$ cat src/rtl/vga_timing_decoder.sv
// vga_timing_decoder: receive-side VGA raster measurement and lock.
// Emits each active pixel with recovered X/Y once the raster is stable.
module vga_timing_decoder #(
  parameter int H_ACTIVE    = 1280,
  parameter int V_ACTIVE    = 1024,
  parameter int H_SYNC_BACK = 361,
  parameter int V_SYNC_BACK = 42,
  parameter int LOCK_FRAMES = 2,
  parameter int PIX_W       = 3
) (
  input  logic             clk,
  input  logic             rst,
  input  logic             hsync_n,
  input  logic             vsync_n,
  input  logic [PIX_W-1:0] pixel_in,
  output logic             px_valid,
  output logic [PIX_W-1:0] px_data,
  output logic [10:0]      px_x,
  output logic [10:0]      px_y,
  output logic             frame_start,
  output logic             locked,
  output logic             err,
  output logic [11:0]      line_len,
  output logic [11:0]      frame_lines
);

  typedef enum logic [1:0] {
    SEARCH,
    CHECK,
    LOCKED
  } state_t;

  localparam logic [11:0] HB =
    12'(H_SYNC_BACK);
  localparam logic [11:0] HE =
    12'(H_SYNC_BACK + H_ACTIVE);
  localparam logic [10:0] VB =
    11'(V_SYNC_BACK);
  localparam logic [10:0] VE =
    11'(V_SYNC_BACK + V_ACTIVE);
  localparam logic [7:0] GOOD_LAST =
    8'(LOCK_FRAMES - 1);

  state_t           state;
  state_t           nextState;
  logic             hsS1;
  logic             vsS1;
  logic             hsPrev;
  logic             vsPrev;
  logic [PIX_W-1:0] pixS1;
  logic [11:0]      hcnt;
  logic [11:0]      hNext;
  logic [11:0]      refLine;
  logic [10:0]      vcnt;
  logic [10:0]      vNext;
  logic [10:0]      refFrame;
  logic             refLineOk;
  logic             refFrameOk;
  logic [7:0]       good;
  logic             hsEdge;
  logic             vsEdge;
  logic             hSat;
  logic             vSat;
  logic             lineBad;
  logic             frameBad;
  logic             mismatch;
  logic             hit;

  // Sample the link once and keep the prior sample for edge detection
  always_ff @(posedge clk) begin
    if (rst) begin
      hsS1   <= 1'b1;
      vsS1   <= 1'b1;
      hsPrev <= 1'b1;
      vsPrev <= 1'b1;
      pixS1  <= '0;
    end else begin
      hsS1   <= hsync_n;
      vsS1   <= vsync_n;
      hsPrev <= hsS1;
      vsPrev <= vsS1;
      pixS1  <= pixel_in;
    end
  end

  // Counter next values, timing mismatch and active-window decode
  always_comb begin
    hsEdge = !hsS1 && hsPrev;
    vsEdge = !vsS1 && vsPrev;
    hSat   = hcnt == 12'hFFF;
    vSat   = vcnt == 11'h7FF;
    hNext  = hSat ? hcnt : hcnt + 12'd1;
    if (hsEdge)
      hNext = '0;
    vNext = vcnt;
    if (hsEdge && !vSat)
      vNext = vcnt + 11'd1;
    if (vsEdge)
      vNext = '0;
    lineBad =
      (hsEdge && !hSat && refLineOk &&
       (hcnt + 12'd1 != refLine)) ||
      (!hsEdge && hcnt == 12'hFFE);
    frameBad =
      (vsEdge && refFrameOk &&
       vcnt != refFrame) ||
      (hsEdge && !vsEdge &&
       vcnt == 11'h7FE);
    mismatch = lineBad || frameBad;
    hit = state == LOCKED && !mismatch &&
          hNext >= HB && hNext < HE &&
          vNext >= VB && vNext < VE;
  end

  // Lock state machine next state
  always_comb begin
    nextState = state;
    unique case (state)
      SEARCH:
        if (vsEdge)
          nextState = CHECK;
      CHECK:
        if (mismatch)
          nextState = SEARCH;
        else if (vsEdge && refFrameOk &&
                 good == GOOD_LAST)
          nextState = LOCKED;
      LOCKED:
        if (mismatch)
          nextState = SEARCH;
      default:
        nextState = SEARCH;
    endcase
  end

  // Timing counters, reference capture and lock state register
  always_ff @(posedge clk) begin
    if (rst) begin
      state      <= SEARCH;
      hcnt       <= 12'hFFF;
      vcnt       <= 11'h7FF;
      refLine    <= '0;
      refFrame   <= '0;
      refLineOk  <= 1'b0;
      refFrameOk <= 1'b0;
      good       <= '0;
    end else begin
      state <= nextState;
      hcnt  <= hNext;
      vcnt  <= vNext;
      if (state == SEARCH && vsEdge) begin
        refLineOk  <= 1'b0;
        refFrameOk <= 1'b0;
        good       <= '0;
      end
      if (state == CHECK) begin
        if (hsEdge && !hSat && !refLineOk) begin
          refLine   <= hcnt + 12'd1;
          refLineOk <= 1'b1;
        end
        if (vsEdge && !refFrameOk) begin
          refFrame   <= vcnt;
          refFrameOk <= 1'b1;
        end
        if (vsEdge && refFrameOk)
          good <= good + 8'd1;
      end
    end
  end

  // Registered pixel stream and status outputs
  always_ff @(posedge clk) begin
    if (rst) begin
      px_valid    <= 1'b0;
      px_data     <= '0;
      px_x        <= '0;
      px_y        <= '0;
      frame_start <= 1'b0;
      locked      <= 1'b0;
      err         <= 1'b0;
      line_len    <= '0;
      frame_lines <= '0;
    end else begin
      px_valid    <= hit;
      frame_start <= hit && hNext == HB &&
                     vNext == VB;
      if (hit) begin
        px_x    <= 11'(hNext - HB);
        px_y    <= vNext - VB;
        px_data <= pixS1;
      end
      locked <= nextState == LOCKED;
      err    <= state == LOCKED && mismatch;
      if (hsEdge && !hSat)
        line_len <= hcnt + 12'd1;
      if (vsEdge)
        frame_lines <= {1'b0, vcnt};
    end
  end

endmodule

$ cat config.mk
export PLATFORM = sky130hd
export DESIGN_NAME = vga_timing_decoder
export DESIGN_NICKNAME = d
export VERILOG_FILES = /design/src/rtl/vga_timing_decoder.sv
export SDC_FILE = /design/constraint.sdc
export NUM_CORES = 1
export LEC_CHECK = 0
export BUFFER_PORTS_ARGS = -buffer_cell sky130_fd_sc_hd__buf_2
export CAP_MARGIN = 20
export CORE_UTILIZATION = 60
export DETAILED_ROUTE_END_ITERATION = 16
export PLACE_DENSITY = 0.81
export SLEW_MARGIN = 10
export SYNTH_ARGS = -nofsm -noshare
export SYNTH_HDL_FRONTEND = slang
export SYNTH_SLANG_ARGS = --single-unit
export TNS_END_PERCENT = 20
$ cat constraint.sdc
create_clock -name clk -period 4.8 [get_ports clk]
set_input_delay 0.96 -clock clk [delete_from_list [all_inputs] [get_ports clk]]
set_output_delay 0.96 -clock clk [all_outputs]
set_load 0.1 [all_outputs]
* After elaboration in Yosys (flattened, before gate mapping)
Index checks and enable logic that the tools add are counted.
** Operators by class
- Add/subtract/negate cells :: 5
- Order comparisons :: 4
- Eq/ne operators :: 12
- Mux-type cells :: 18
- Reduce and logical (&&, ||, !) cells :: 38
** Operator list (number)
- == test 12 bit, second input constant :: 2
- two-way mux 12 bit :: 2
- two-way mux 8 bit :: 3
- logical AND 1 bit :: 23
- == test 11 bit, second input constant :: 2
- two-way mux 11 bit :: 2
- adder 12 x 1 -> 12 bit, second input constant :: 1
- == test 12 x 9 -> 1 bit, second input constant :: 1
- >= comparator 12 x 9 -> 1 bit, second input constant :: 1
- < comparator 12 x 11 -> 1 bit, second input constant :: 1
- != test 12 bit :: 1
- adder 11 x 1 -> 11 bit, second input constant :: 1
- == test 11 x 6 -> 1 bit, second input constant :: 1
- >= comparator 11 x 6 -> 1 bit, second input constant :: 1
- < comparator 11 bit, second input constant :: 1
- != test 11 bit :: 1
- subtractor 11 x 6 -> 11 bit, second input constant :: 1
- subtractor 11 x 9 -> 11 bit, second input constant :: 1
- logical NOT 1 bit :: 9
- adder 8 x 1 -> 8 bit, second input constant :: 1
- == test 8 x 1 -> 1 bit, second input constant :: 1
- two-way mux 2 bit :: 4
- two-way mux 1 bit :: 6
- one-hot mux 2 bit (3 select lines) :: 1
- 5 further kinds :: 9
** Storage, ports and cells
- Bits in registers :: 117
- Output and inout bits :: 53
- Logic and storage cells :: 99

* Longest topological paths before layout
- Word-level depth :: 15
- Depth in mapped cells :: 17

* Least setup slack after synthesis
OpenSTA, ideal clock, no wires.
- Path kind :: flip-flop to flip-flop
- Start :: register hcnt[0]
- End :: register px_y[0]
- Library setup time :: 0.071 ns
- Data arrival time :: 3.589 ns
- Required time :: 4.729 ns
- Setup slack :: 1.140 ns
- Cell stages (with the launch flop) :: 16
- Path buffers :: 2
- Period minus slack after synthesis :: 3.660 ns
- Path through :: dfxtp_1 ha_1 buf_2 and3_1 buf_4 nand4_1 o211ai_1 ha_1 nand2b_1 a21o_1 a32oi_2 a22oi_2 o41ai_2 nand4_4 or4_1 a21oi_1
** Between the ends
- Cells in the longest elaborated chain, start to end :: 13
- Elaborated cells on any way between the ends :: 21
- Those cells by class :: add/sub: 1; order compare: 2; eq/ne: 3; mux: 2; reduce/logical: 13
** RTL lines
- from (decl) :: line 51 : logic [11:0] hcnt;
- from (signal assigned) :: line 149 : hcnt <= hNext;
- parallel branches: the longest is 10 deep, another holds adder 12 x 1 -> 12 bit
- logical AND 1 bit * (2 in series) :: line 111 : hNext >= HB && hNext < HE &&
- logical AND 1 bit * :: line 112 : vNext >= VB && vNext < VE;
- to (signal assigned) :: line 189 : px_y <= vNext - VB;
- to (decl) :: line 19 : output logic [10:0] px_y,
Mark *: on every way between the ends.
A chain may end at the register's enable or synchronous reset.

* Worst setup path after layout
- Start :: register hcnt[1]
- End :: register px_y[6]
The elaborated chain is that of the path after synthesis.

==> flow_metrics.env <==
export IMPL_drive_gt1_share_pct=18.9
export IMPL_groute_usage_overall_pct=29.4
export IMPL_io_buffer_count=58
export IMPL_setup_worst_path_class="reg -> reg"
export IMPL_cts_buffers=17
export IMPL_max_cap_viol_count=0
export IMPL_power_switching_w=0.00114
export IMPL_path_clk_slew_ps=60
export IMPL_clock_path_buffers=2
export IMPL_fmax_ghz=0.224
export IMPL_p_clk_share_pct=40.0
export IMPL_grt_pass1_wl_mm=25.6
export IMPL_clock_skew_final_ps=7.02
export IMPL_synth_seq_cells=117
export IMPL_synth_largest_area_cell="dfxtp_1"
export IMPL_fin_nets=776
export IMPL_drtIter0Drc=374
export IMPL_nFillCells=747
export IMPL_rsz0062_at_grt="false"
export IMPL_synth_area_top_cells="dfxtp_1 (38%), a211oi_1 (4.7%), xnor2_1 (4.6%)"
export IMPL_wl_per_cell_microns=17.3
export IMPL_cpMaxStageDelayCell="dfxtp_1"
export IMPL_relSlewSlack_pct=35.7
export IMPL_vias=5669
export IMPL_overflow=0
export IMPL_vias_per_cell=6.26
export IMPL_finalCritPeriodShare_pct=93.1
export IMPL_clock_sinks=117
export IMPL_fin_setup_tns_ps=0
export IMPL_syn_avg_cell_area_sq_um=8.55
export IMPL_critical_path_cell_chain="ha_1 -> and3_1 -> nand4_1 -> o211ai_1 -> ha_1 -> nand2b_1 -> a21o_1 -> a32oi_2 -> a22oi_2 -> o41ai_2 -> and4_1 -> buf_4 -> nand3_1 -> a21oi_1"
export IMPL_status="completed"
export IMPL_irDropWorstVdd_mv=0.362
export IMPL_p_comb_share_pct=26.8
export IMPL_antenna_found_initial=0
export IMPL_p_per_area_nw_per_um2=468
export IMPL_synth_common_cells="dfxtp_1 (117), nand2_1 (71), nor2_1 (67)"
export IMPL_post_cts_buffers=0
export IMPL_synth_nets=745
export IMPL_cts_tree="done"
export IMPL_grt_max_degree=95
export IMPL_worstPathMaxFanout=13
export IMPL_drv_slew=0
export IMPL_cts_hold_buf=0
export IMPL_end_kind="flip-flop"
export IMPL_yosysMostFrequentCell="dfxtp_1"
export IMPL_rows=36
export IMPL_htree_levels=4
export IMPL_p_int_w=0.00221
export IMPL_ctsRootBufferMaster="clkbuf_8"
export IMPL_worst_slew_pin_slew_ps=965
export IMPL_cp_required_ps=5250
export IMPL_power_leakage_nw=2.85
export IMPL_drc_errors=0
export IMPL_antenna_cells=0
export IMPL_max_stage_delay_ps=520
export IMPL_wl_mm=15.7
export IMPL_fin_area_sq_um=7160
export IMPL_start_util_pct=62.8
export IMPL_dpl_instance_area_sq_um=6510
export IMPL_synth_area_sq_um=6220
export IMPL_cpMostUsedCell="ha_1"
export IMPL_hp_class="reg -> reg"
export IMPL_syn_to_final_growth_pct=15.0
export IMPL_die_y_microns=104
export IMPL_period_needed_ps=4470
export IMPL_p_sw_share_pct=34.1
export IMPL_ys_types=81
export IMPL_worstSetupStartpointType="flip-flop"
export IMPL_dp_hpwl_mm=10.3
export IMPL_synth_edf_count=0
export IMPL_setup_viol=0
export IMPL_first_pass_iters=5
export IMPL_cts_resized=0
export IMPL_synthFlopType="dfxtp_1"
export IMPL_ys_seq_area_share_pct=37.6
export IMPL_hold_violations=0
export IMPL_ant_nets=0
export IMPL_gp_congestion=0.928
export IMPL_seqPwrFrac_pct=33.2
export IMPL_yosysWarnings=0
export IMPL_synth_cells=728
export IMPL_coreArea_sq_um=9910
export IMPL_cp_top_family="compound AO/OA/AOI/OAI gates"
export IMPL_final_util_pct=72.2
export IMPL_grt_pass1_vias=5235
export IMPL_ioPinCount=60
export IMPL_die_w_microns=104
export IMPL_synth_top_area_share_pct=37.6
export IMPL_die_area_sq_um=10800
export IMPL_cp_arrival_ps=4920
export IMPL_insertion_delay_ps=530
export IMPL_crit_buf_inv=1
export IMPL_async_flop_share_pct=0
==> power groups by stage <==
stage               clock network (W)  logic (W)  registers [W]
global placement                    0   0.000861        0.00113
global route                  0.00140   0.000957        0.00112
detailed placement                  0   0.000872        0.00113
CTS                           0.00135   0.000883        0.00111
finish                        0.00134   0.000897        0.00111
floorplan                           0   0.000644        0.00119
==> registers in the layout, summed over array words and instances, names as in the netlist, 8 cells and up <==
register and cells:
hcnt 12, line_len 12, refLine 12, frame_lines 11
px_x 11, px_y 11, refFrame 11, vcnt 11
good 8
==> cells in the final DEF, fill, tap and decap left out, types with 13 or more instances in the layout <==
| cell type | n |
|---|---|
| dfxtp_1 | 117 |
| nand2_1 | 71 |
| nor2_1 | 67 |
| buf_2 | 58 |
| a21oi_1 | 44 |
| a211oi_1 | 39 |
| xnor2_1 | 33 |
| o21ai_0 | 30 |
| nand3_1 | 27 |
| nand4_1 | 18 |
| clkbuf_16 | 16 |
| nor3_1 | 15 |
| o211ai_1 | 14 |
| mux2i_1 | 13 |
| buf_4 | 13 |
==> kinds of logic (layout without fill, tap and decap cells) <==
kind of cell / after synthesis / count (layout) / share of synthesized area, %
AOI/OAI and AO/OA: 187 / 187 / 21.3
xor gates and xnor gates: 46 / 46 / 7.28
adders and majority gates: 10 / 10 / 2.01
buffers and inverters: 72 / 116 / 5.23
DFF: 117 / 117 / 37.6
muxes: 19 / 19 / 3.22
other: 1 / 1 / 0.0603
and+or+nand+nor: 276 / 276 / 23.3
==> stage by stage <==
step           instances  total power, W  worst slack, ps  hold WS [ps]
2_1_floorplan        728         0.00183             1140           429
3_3_place_gp         871         0.00199              493           437
3_5_place_dp         871         0.00200              367           444
4_1_cts              903         0.00334              327           452
5_1_grt              905         0.00347             5.10           471
6_report             905         0.00335              332           449
==> worst paths after layout <==
| path | startpoint | end | slack [ps] | depth (start not counted) |
|---|---|---|---|---|
| worst max-delay path | hcnt[1] | px_y[6] | 330 | 14 |
| worst min-delay path | pixS1[0] | px_data[0] | 450 | 2 |
| worst max register to register | hcnt[1] | px_y[6] | 330 | 14 |
| worst min register to register | pixS1[0] | px_data[0] | 450 | 2 |
==> worst min-delay path, delay by kind of cell (launching register included) <==
kind | cells | cell delay [ps]
AO/OA/AOI/OAI | 1 | 50
flip-flops | 1 | 300
AND/OR/NAND/NOR | 1 | 50
==> layer usage <==
metal	up-vias	wire length, microns	global-route usage (%)
met5	-	0	0
met4	0	395	11.2
met3	49	1050	7.36
met2	231	7750	49.5
met1	2697	6480	36.2
li1	2692	-	-
==> area by class of cell <==
class | instances | area, sq um | area share (%)
tap | 133 | 166 | 2.33
clock inverter | 12 | 176 | 2.47
clock buffer | 20 | 455 | 6.36
timing repair buffer | 72 | 399 | 5.58
multi-input combinational | 539 | 3570 | 49.9
inverter | 12 | 45.0 | 0.629
sequential | 117 | 2340 | 32.7
(Power assumes the default switching activity.)
